==> src/rtl/d_reg_pipe_pkg.sv <==
// d_reg_pipe_pkg
//   Helpers shared by the pipeline blocks. No typedefs are needed here.
//   The occupancy counter width function lives here so other pipeline
//   blocks size their counters the same way.
package d_reg_pipe_pkg;

  // Bits needed to count 0..depth inclusive.
  function automatic int occ_width(input int depth);
    return $clog2(depth + 1);
  endfunction

endpackage

==> src/rtl/d_reg_pipe_if.sv <==
// d_reg_pipe_if
//   Valid/ready handshake bundle for both ends of an elastic pipeline.
//   Signals:
//     in_data/in_valid   upstream word and its valid
//     in_ready           pipeline accepts the upstream word this cycle
//     out_data/out_valid last-stage word and its valid
//     out_ready          downstream accepts the output word this cycle
//   Modports:
//     slave  - the pipeline itself
//     master - whoever drives the upstream side and consumes the output
interface d_reg_pipe_if #(
  parameter int WIDTH = 8
);
  logic [WIDTH-1:0] in_data;
  logic             in_valid;
  logic             in_ready;
  logic [WIDTH-1:0] out_data;
  logic             out_valid;
  logic             out_ready;

  modport slave (
    input  in_data, in_valid, out_ready,
    output in_ready, out_data, out_valid
  );

  modport master (
    output in_data, in_valid, out_ready,
    input  in_ready, out_data, out_valid
  );
endinterface

==> src/rtl/d_reg_stage.sv <==
// d_reg_stage
//   One pipeline stage: a valid bit plus a WIDTH-bit data register.
//   Ports:
//     clk, rst     clock, synchronous active-high reset
//     flush        synchronous clear of the valid bit (data kept)
//     up_valid     valid of the upstream stage / input
//     up_data      data of the upstream stage / input
//     down_ready   ready of the downstream stage / output
//     valid, data  registered stage contents
//     ready        this stage can take a word this cycle (combinational)
module d_reg_stage #(
  parameter int               WIDTH   = 8,
  parameter logic [WIDTH-1:0] RST_VAL = '0
) (
  input  logic             clk,
  input  logic             rst,
  input  logic             flush,
  input  logic             up_valid,
  input  logic [WIDTH-1:0] up_data,
  input  logic             down_ready,
  output logic             valid,
  output logic [WIDTH-1:0] data,
  output logic             ready
);

  // An empty stage always accepts, which lets bubbles collapse under stall.
  assign ready = !valid || down_ready;

  always_ff @(posedge clk) begin
    if (rst) begin
      valid <= 1'b0;
      data  <= RST_VAL;
    end else if (flush) begin
      valid <= 1'b0;
    end else if (ready) begin
      valid <= up_valid;
      // A bubble moving in must not overwrite the held data.
      if (up_valid) begin
        data <= up_data;
      end
    end
  end

endmodule

==> src/rtl/d_reg_pipe.sv <==
// d_reg_pipe
//   Elastic register pipeline of DEPTH stages, WIDTH bits each, with a
//   valid/ready handshake at both ends, flush and occupancy count.
//   Ports:
//     clk, rst   clock, synchronous active-high reset
//     flush      synchronous clear of all valid bits; blocks input
//     bus        d_reg_pipe_if slave (in_*/out_* handshake)
//     occupancy  number of valid stages (registered)
module d_reg_pipe
  import d_reg_pipe_pkg::*;
#(
  parameter int               WIDTH   = 8,
  parameter int               DEPTH   = 2,
  parameter logic [WIDTH-1:0] RST_VAL = '0
) (
  input  logic                         clk,
  input  logic                         rst,
  input  logic                         flush,
  d_reg_pipe_if.slave                  bus,
  output logic [occ_width(DEPTH)-1:0]  occupancy
);

  localparam int OCC_W = occ_width(DEPTH);

  logic [DEPTH:0]   rdy;
  logic [DEPTH-1:0] vld;
  logic [DEPTH-1:0] up_vld;
  logic [DEPTH-1:0] nxt_vld;
  logic [WIDTH-1:0] dat    [DEPTH];
  logic [WIDTH-1:0] up_dat [DEPTH];
  logic [OCC_W-1:0] occ_nxt;

  // Ready propagates combinationally from the output back to the input.
  assign rdy[DEPTH] = bus.out_ready;

  for (genvar i = 0; i < DEPTH; i++) begin : g_stage
    if (i == 0) begin : g_first
      assign up_vld[i] = bus.in_valid;
      assign up_dat[i] = bus.in_data;
    end else begin : g_rest
      assign up_vld[i] = vld[i-1];
      assign up_dat[i] = dat[i-1];
    end

    d_reg_stage #(
      .WIDTH   (WIDTH),
      .RST_VAL (RST_VAL)
    ) u_stage (
      .clk        (clk),
      .rst        (rst),
      .flush      (flush),
      .up_valid   (up_vld[i]),
      .up_data    (up_dat[i]),
      .down_ready (rdy[i+1]),
      .valid      (vld[i]),
      .data       (dat[i]),
      .ready      (rdy[i])
    );
  end

  assign bus.in_ready  = rdy[0] && !flush;
  assign bus.out_valid = vld[DEPTH-1];
  assign bus.out_data  = dat[DEPTH-1];

  // Mirror of the stage valid update so occupancy can be registered
  // alongside the valid bits; rst/flush are applied at the register.
  always_comb begin
    nxt_vld = '0;
    occ_nxt = '0;
    for (int i = 0; i < DEPTH; i++) begin
      nxt_vld[i] = rdy[i] ? up_vld[i] : vld[i];
      occ_nxt    = occ_nxt + OCC_W'(nxt_vld[i]);
    end
  end

  always_ff @(posedge clk) begin
    if (rst || flush) begin
      occupancy <= '0;
    end else begin
      occupancy <= occ_nxt;
    end
  end

endmodule

==> src/flat_wrapper.sv <==
// flat-port wrapper written by rule: the top's interface ports become plain ports
module d_reg_pipe_flat import d_reg_pipe_pkg::*;
#(
  parameter int               WIDTH   = 8,
  parameter int               DEPTH   = 2,
  parameter logic [WIDTH-1:0] RST_VAL = '0
)
  (clk, rst, flush, occupancy, bus_in_data, bus_in_valid, bus_out_ready, bus_in_ready, bus_out_data, bus_out_valid);
  d_reg_pipe_if #(.WIDTH(WIDTH)) bus_i ();
  input  logic clk;
  input  logic rst;
  input  logic flush;
  output logic [occ_width(DEPTH)-1:0] occupancy;
  input wire logic [$bits(bus_i.in_data)-1:0] bus_in_data;
  input wire logic [$bits(bus_i.in_valid)-1:0] bus_in_valid;
  input wire logic [$bits(bus_i.out_ready)-1:0] bus_out_ready;
  output wire logic [$bits(bus_i.in_ready)-1:0] bus_in_ready;
  output wire logic [$bits(bus_i.out_data)-1:0] bus_out_data;
  output wire logic [$bits(bus_i.out_valid)-1:0] bus_out_valid;
  assign bus_i.in_data = bus_in_data;
  assign bus_i.in_valid = bus_in_valid;
  assign bus_i.out_ready = bus_out_ready;
  assign bus_in_ready = bus_i.in_ready;
  assign bus_out_data = bus_i.out_data;
  assign bus_out_valid = bus_i.out_valid;
  d_reg_pipe #(.WIDTH(WIDTH), .DEPTH(DEPTH), .RST_VAL(RST_VAL)) u_core (.clk(clk), .rst(rst), .flush(flush), .bus(bus_i), .occupancy(occupancy));
endmodule
==> config.mk <==
export PLATFORM = sky130hd
export DESIGN_NAME = d_reg_pipe_flat
export DESIGN_NICKNAME = d
export VERILOG_FILES = /design/src/rtl/d_reg_pipe_pkg.sv /design/src/rtl/d_reg_pipe_if.sv /design/src/rtl/d_reg_stage.sv /design/src/rtl/d_reg_pipe.sv /design/src/flat_wrapper.sv
export SDC_FILE = /design/constraint.sdc
export NUM_CORES = 1
export LEC_CHECK = 0
export ABC_CLOCK_PERIOD_IN_PS = 3900
export BUFFER_PORTS_ARGS = -buffer_cell sky130_fd_sc_hd__buf_2
export CAP_MARGIN = 20
export CORE_UTILIZATION = 50
export DETAILED_ROUTE_END_ITERATION = 8
export GPL_TIMING_DRIVEN = 0
export HOLD_SLACK_MARGIN = 0.03
export PLACE_DENSITY = 0.72
export SETUP_SLACK_MARGIN = 0.5
export SLEW_MARGIN = 15
export SYNTH_ARGS = -nofsm -noshare
export SYNTH_HDL_FRONTEND = slang
export SYNTH_SLANG_ARGS = --single-unit
==> constraint.sdc <==
create_clock -name clk -period 3.9 [get_ports clk]
set_clock_uncertainty 0.05 [all_clocks]
set_input_delay 0.195 -clock clk [delete_from_list [all_inputs] [get_ports clk]]
set_output_delay 0.195 -clock clk [all_outputs]
set_load 0.01 [all_outputs]
# --- After elaboration in Yosys (flattened, before gate mapping) ---
# Index checks and enable logic that the tools add are counted.
totals:
  inputBits: 13
  wordCells: 19
  regBits: 20
classes:
  bitwise_logic: 1
  muxes: 2
  n_addsub: 1
  n_reduce_logical: 10
op_table:
  columns: ["operator", "n"]
  rows:
  - ["$reduce_and A3 Y1", 2]
  - ["$logic_not A1 Y1", 3]
  - ["$logic_or A1 B1 Y1", 3]
  - ["$add A1 B1 Y2", 1]
  - ["$mux W1", 2]
  - ["$reduce_or A2 Y1", 1]
  - ["$logic_and A1 B1 Y1", 1]
  - ["$not A1 Y1", 1]

# --- Depth between registers and ports, before layout ---
# Gate-level depths: netlist of the first run.
logic_depth:
  ltp_word: 5
  mapped_depth: 5

# --- Cells and area by module ---
# From an unflattened synthesis of the first run, not the netlist that was laid out.
unflattened:
  cells_unflattened: 88
  area_unflattened_um2: 932.1
modules_own_cells:
  columns: ["module", "seq_area_each_um2", "instances", "area_per_inst_um2", "cells_each"]
  rows:
  - ["d_reg_stage", 180.2, 2, 414.1, 40]
  - ["d_reg_pipe", 40.0, 1, 103.8, 8]

# --- Least setup slack after synthesis of the first run ---
# OpenSTA, ideal clock, no wires.
synth_path:
  path_kind: "register to register"
  start: "register u_core.g_stage[1].u_stage.valid"
  end: "register u_core.occupancy[0]"
  arrival_ns: 1.227
  setup_slack_ns: 2.508
  stages_incl_launch_ff: 6
  cell_sequence: "dfxtp_1 and2b_4 buf_4 a21o_1 ha_1 nor3b_1"
synth_between:
  elab_chain_cells: 5
  word_cells_on_any_way: 6
synth_rtl:
  columns: ["item", "line", "rtl"]
  rows:
  - ["start: declaration", "d_reg_stage.sv:21", "output logic valid,"]
  - ["start signal: assignment", "d_reg_stage.sv:36", "valid <= up_valid;"]
  - ["$logic_not A1 Y1", "d_reg_stage.sv:27", "assign ready = !valid || down_ready;"]
  - ["$logic_or A1 B1 Y1 (2 in a row)", "d_reg_stage.sv:27", null]
  - ["$mux W1", null, null]
  - ["via u_core.nxt_vld[0]", "d_reg_pipe.sv:28", "logic [DEPTH-1:0] nxt_vld;"]
  - ["$add A1 B1 Y2", "d_reg_pipe.sv:72", "occ_nxt = occ_nxt + OCC_W'(nxt_vld[i]);"]
  - ["via u_core.occ_nxt[0]", "d_reg_pipe.sv:31", "logic [OCC_W-1:0] occ_nxt;"]
  - ["end signal: assignment", "d_reg_pipe.sv:80", "occupancy <= occ_nxt;"]
  - ["end: declaration", "d_reg_pipe.sv:20", "output logic [occ_width(DEPTH)-1:0] occupancy"]
# The timed path passes the listed nets, and every way through them passes these cells.
# A chain may end at the register's enable or synchronous reset.

# --- Worst setup path in the final report of the first run ---
layout_path:
  start: "register u_core.g_stage[1].u_stage.valid"
  end: "output bus_in_ready"
layout_between:
  elab_chain_cells: 4
layout_rtl:
  columns: ["item", "line", "rtl"]
  rows:
  - ["$logic_not A1 Y1", "d_reg_stage.sv:27", null]
  - ["$logic_or A1 B1 Y1 (2 in a row)", "d_reg_stage.sv:27", null]
  - ["$logic_and A1 B1 Y1", "d_reg_pipe.sv:61", "assign bus.in_ready = rdy[0] && !flush;"]
  - ["end: declaration", "flat_wrapper.sv:17", "output wire logic [$bits(bus_i.in_ready)-1:0] bus_in_ready;"]
# Every way passes these cells.

==> results.cfg, run 1 <==
[power_and_ir_drop]
internal_power_uw = 289
power_frac_comb = 0.104
clockPowerShare = 0.321
vdd_ir_drop_max_uv = 266
pwr_density_cell_nw_per_um2 = 321
total_power_uw = 372
p_leak_nw = 0.514
p_sw_uw = 82.4
netSwitchingFraction = 0.222
pwr-share-seq = 0.575

[worst_setup_path]
arrival_ps = 1250
critPathCaptureType = output port
crit_family = flip-flops
crit_fanout = 10
path_buf_inv = 2
start_kind = flop
crit_slowest_cell = dfxtp_1
path_cells = and2b_4, buf_4, a21oi_1, buf_2
worstSetupPathType = flop to output port
worst_ep_required_time_ps = 3650
crit_path_max_incr_delay_ps = 340

[timing]
tightest_slew_ps = 371
period_minus_slack_ps = 1490
tns_ps = 0
rsz0062_at_grt = false
drv_slew = 0
final-setup-viol-count = 0
max_slew_margin = 0.752
period_share = 0.382
max_freq_ghz = 0.671
hold_violations = 0
fin_ws_ps = 2410

[finish]
area_delta_synth_final_pct = 18.7
antennaDiodeCount = 0
final_common_cell = buf_2
final_nets = 138
n_fill_cell = 175
final_area_sq_um = 1160
final_cell_mix = 25 x buf_2, 20 x dfxtp_1, 14 x or2b_2, 10 x buf_4, 9 x a21oi_1
final_layout_size_suffix_gt1_frac = 0.488

[global_routing]
grtUsageMet1 = 0.239
grt-ovfl-total = 0
grt_pass1_wl_um = 2550
use_met2 = 0.248
grtUsageMet3 = 0.0353
grt_use_total = 0.167
grt_max_degree = 12
gr-max-usage-layer = met2
first_global_vias = 585
antenna_found_initial = 0

[run_status]
status = finished, final reports clean

[routing]
via_count = 704
drt-initial-drc-count = 10
drt_pass1_iterations = 4
drt-vias-per-instance = 4.76
wl_per_cell_um = 10.5
drc = 0
routed_wl_um = 1560
antenna_left = 0

[cts]
cts_resized = 0
cts_tree = done
cts_sinks = 20
cts_hold_buf = 0
clkSlewWorstSetupHoldPaths_ps = 110
cts.path.max_buffers = 2
clock_latency_ps = 290
numCtsBuffers = 3
post-cts-setup-buffer-count = 0
root_buffer = clkbuf_4
htree_levels = 1

[floorplan]
rows = 15
die_h_um = 46.2
ios = 25
initial_core_util = 0.547
fp.dieW_um = 46.2
dieArea_sq_um = 2130
core_sq_um = 1780

[hold_path]
hold_class = input port to flop

[yosys]
synth_cell_types = 20
ys_warn_count = 0
synth_mux_area_frac = 0.0821
synthCells = 96
synth-simple-area-share = 0.271
syn_area_sq_um = 976
avgSynthCellArea_sq_um = 10.2
synth-adder-area-share = 0.0128
synth-compound-area-share = 0.112
synthesis.nets = 110
synthXorXnorAreaFrac = 0
ys_seq_area_frac = 0.410
synth_top_family_by_area = simple AND/OR/NAND/NOR gates
ys_seq_elements = 20

[run]
drv_cap = 0

[placed_design]
dp_hpwl_um = 1180
pre_cts_slack_ps = 2480
port_buffers = 23
place_area_sq_um = 1120
routabilityCongestion = 0.717
==> cells by family after synthesis <==
group | count (synthesis)
AO/OA/AOI/OAI | 19
adder cells (fa/ha/maj) | 1
buffers and inverters | 14
flip-flops | 20
multiplexers | 8
AND/OR/NAND/NOR | 34
==> metal layers <==
metal | routed length, um | share of wire | vias up
met5 | 0 | 0 | -
met4 | 0 | 0 | 0
met3 | 59 | 0.038 | 0
met2 | 699 | 0.45 | 21
met1 | 800 | 0.51 | 311
li1 | - | - | 372
==> sequential cells by signal, indices dropped and copies added, names as in the netlist <==
| register | cells |
|---|---|
| u_core.occupancy | 2 |
| u_core.g_stage.u_stage.valid | 2 |
| u_core.g_stage.u_stage.data | 16 |
==> worst reg2reg max path, stage by stage, from the launching register on <==
cell	delay (ps)
dfxtp_1	340
and2b_4	170
buf_4	160
a21o_1	190
ha_1	280
nor3b_1	130
==> final timing paths <==
| path | slack [ps] | endpoint | cells past startpoint | startpoint |
|---|---|---|---|---|
| setup / recovery | 2410 | bus_in_ready | 4 | u_core.g_stage[1].u_stage.valid |
| hold / removal | 110 | u_core.g_stage[0].u_stage.valid | 2 | flush |
| setup reg to reg | 2480 | u_core.occupancy[0] | 5 | u_core.g_stage[1].u_stage.valid |
| hold reg to reg | 430 | u_core.g_stage[1].u_stage.data[1] | 2 | u_core.g_stage[1].u_stage.data[1] |
==> synth_stat cells (all sizes together) <==
cell type | n | area, sq um
a21o | 1 | 7.51
a21oi | 10 | 61.3
and2b | 2 | 18.8
buf | 13 | 96.3
clkbuf | 1 | 13.8
dfxtp | 20 | 400
ha | 1 | 12.5
mux2i | 8 | 80.1
nand2b | 4 | 32.5
nand3 | 8 | 40.0
nor3b | 4 | 35.0
o21ai | 8 | 40.0
or2b | 16 | 138
==> final cells by class <==
type | instances | area, sq um | area share
Multi-Input combinational cell | 62 | 465 | 0.402
Tap cell | 25 | 31.3 | 0.0270
Buffer | 14 | 110 | 0.0950
Sequential cell | 20 | 400 | 0.346
Timing Repair Buffer | 23 | 115 | 0.0994
Clock buffer | 4 | 36.3 | 0.0313
==> per-stage QoR <==
step / util / instances / hold slack, ps
after floorplan: - / 96 / 215
after global placement: 0.629 / 144 / 402
after detailed placement: 0.629 / 144 / 414
after CTS: 0.650 / 148 / 98.4
after global routing: 0.650 / 148 / 100
final: 0.650 / 148 / 107
==> power groups by stage <==
stage,clock (mW),combinational [mW],sequential (mW)
2_1_floorplan,0,0.0267,0.218
3_3_place_gp,0,0.0380,0.218
3_5_place_dp,0,0.0390,0.218
4_1_cts,0.122,0.0391,0.214
5_1_grt,0.131,0.0425,0.215
6_report,0.119,0.0386,0.214
No activity file was read; power rests on OpenSTA's default activity.
==> run 2, diff against run 1 <==
--- a/config.mk
+++ b/config.mk
@@ -5,7 +5,7 @@
 export SDC_FILE = /design/constraint.sdc
 export NUM_CORES = 1
 export LEC_CHECK = 0
-export ABC_CLOCK_PERIOD_IN_PS = 3900
+export ABC_CLOCK_PERIOD_IN_PS = 1400
 export BUFFER_PORTS_ARGS = -buffer_cell sky130_fd_sc_hd__buf_2
 export CAP_MARGIN = 20
 export CORE_UTILIZATION = 50
==> constraint.sdc (replaced) <==
create_clock -name clk -period 1.4 [get_ports clk]
set_clock_uncertainty 0.05 [all_clocks]
set_input_delay 0.07 -clock clk [delete_from_list [all_inputs] [get_ports clk]]
set_output_delay 0.07 -clock clk [all_outputs]
set_load 0.01 [all_outputs]
==> run 2 against run 1 <==
  * The run now ends with negative hold slack left
  * Worst hold slack lost 120 ps
  * Critical path depth increased by 1
  * Flip-flop and latch count unchanged
  * Sequential power increased to 2.8 times the previous value
  * Core utilization up 17 points
  * First-iteration DRC count down 70%
  * Sequential share of layout area decreased by 6.4 points
==> results.cfg, run 2 (synthesis gave the netlist of run 1 again) <==
[run_status]
status = complete, but fails checks
violations = negative hold slack

[global_routing]
gr-max-usage-layer = met2
grt_use_total = 0.216
grtUsageMet3 = 0.0353
first_global_vias = 678
antenna_found_initial = 0
grt-ovfl-total = 0
grt_pass1_wl_um = 3210
grtUsageMet1 = 0.278
grt_max_degree = 12
use_met2 = 0.363

[placed_design]
pre_cts_slack_ps = 64.4
place_area_sq_um = 1130
port_buffers = 23
placedCellCount = 144
routabilityCongestion = 0.702

[routing]
drt-vias-per-instance = 5.13
routed_wl_um = 2240
drt-initial-drc-count = 3
antenna_left = 0
drc = 0
via_count = 801
drt_pass1_iterations = 5
wl_per_cell_um = 14.4

[finish]
final_layout_size_suffix_gt1_frac = 0.725
area_delta_synth_final_pct = 50.1
antennaDiodeCount = 0
final_common_cell = buf_6
regArea_sq_um = 413
largest_reg_flops = 16
final_nets = 146
top_register = u_core.g_stage.u_stage.data
post-route-util = 0.822
reg_top3 = u_core.g_stage.u_stage.data: 16 flops, u_core.g_stage.u_stage.valid: 2 flops, u_core.occupancy: 2 flops
final_cells = 156
final_cell_mix = 20 x buf_6, 15 x buf_2, 14 x or2b_2, 10 x dfxtp_1, 10 x dfxtp_2
n_fill_cell = 105
multi_input_area_sq_um = 571
final_area_sq_um = 1470

[timing]
period_minus_slack_ps = 1320
period_share = 0.940
hold_ws_ps = -9.83
max_freq_ghz = 0.760
final-setup-viol-count = 0
fin_ws_ps = 84.0
rsz0062_at_grt = true
max_slew_margin = 0.783
drv_slew = 0
tns_ps = 0
tightest_slew_ps = 326
hold_violations = 5

[power_and_ir_drop]
p_leak_nw = 0.603
vdd_ir_drop_max_uv = 656
total_power_mw = 1.09
pwr_density_cell_nw_per_um2 = 743

[worst_setup_path]
crit_fanout = 3
worst_ep_required_time_ps = 1600
worstSetupPathType = flop to flop
arrival_ps = 1510
start_kind = flop
critPathCaptureType = flop

[floorplan]
ios = 25
initial_core_util = 0.547
core_sq_um = 1780
dieArea_sq_um = 2130
die_h_um = 46.2
rows = 15
fp.dieW_um = 46.2

[cts]
numCtsBuffers = 3
clkSlewWorstSetupHoldPaths_ps = 120
root_buffer = clkbuf_4
cts_tree = done
clock_latency_ps = 310
htree_levels = 1
cts.path.max_buffers = 2
cts_sinks = 20

[hold_path]
hold_class = input port to flop

[run]
drv_cap = 0
## run 2: where the power goes
| part | internal (mW) | leakage [nW] | switching, mW |
|---|---|---|---|
| Combinational | 0.0801 | 0.415 | 0.0593 |
| Clock | 0.159 | 0.0210 | 0.191 |
| Sequential | 0.586 | 0.168 | 0.0122 |
## run 2: timing repair
action / 4_1_cts / 5_1_grt
gates resized for setup: 42 / 19
pin swaps: 9 / 9
endpoints found under the hold margin: 12 / 9
buffers inserted: 7 / 1
setup endpoints to repair: 29 / 30
## run 2: worst max-delay path, stage by stage, from the launching register on
cell and delay (ps):
dfxtp_2 340, and2b_4 160, buf_6 110, a21o_1 200
ha_4 260, nor3b_2 130
## run 2: routing by layer
layer	up-vias	routed length, um
li1	387	-
met1	376	987
met2	32	1120
met3	6	74
met4	0	57
met5	-	0
## run 2: worst paths after layout
kind | startpoint | to | slack (ps) | cells after the start
setup / recovery | u_core.g_stage[1].u_stage.valid | u_core.occupancy[0] | 80 | 5
hold reg to reg | u_core.g_stage[1].u_stage.data[6] | u_core.g_stage[1].u_stage.data[6] | 420 | 2
setup reg to reg | u_core.g_stage[1].u_stage.valid | u_core.occupancy[0] | 80 | 5
hold / removal | rst | u_core.g_stage[0].u_stage.data[5] | -10 | 3
## run 2: layout make-up
| class | instances | area share |
|---|---|---|
| Multi-Input combinational cell | 62 | 0.389 |
| Sequential cell | 20 | 0.282 |
| Timing Repair Buffer | 31 | 0.180 |
| Buffer | 14 | 0.102 |
| Clock buffer | 4 | 0.0248 |
| Tap cell | 25 | 0.0213 |
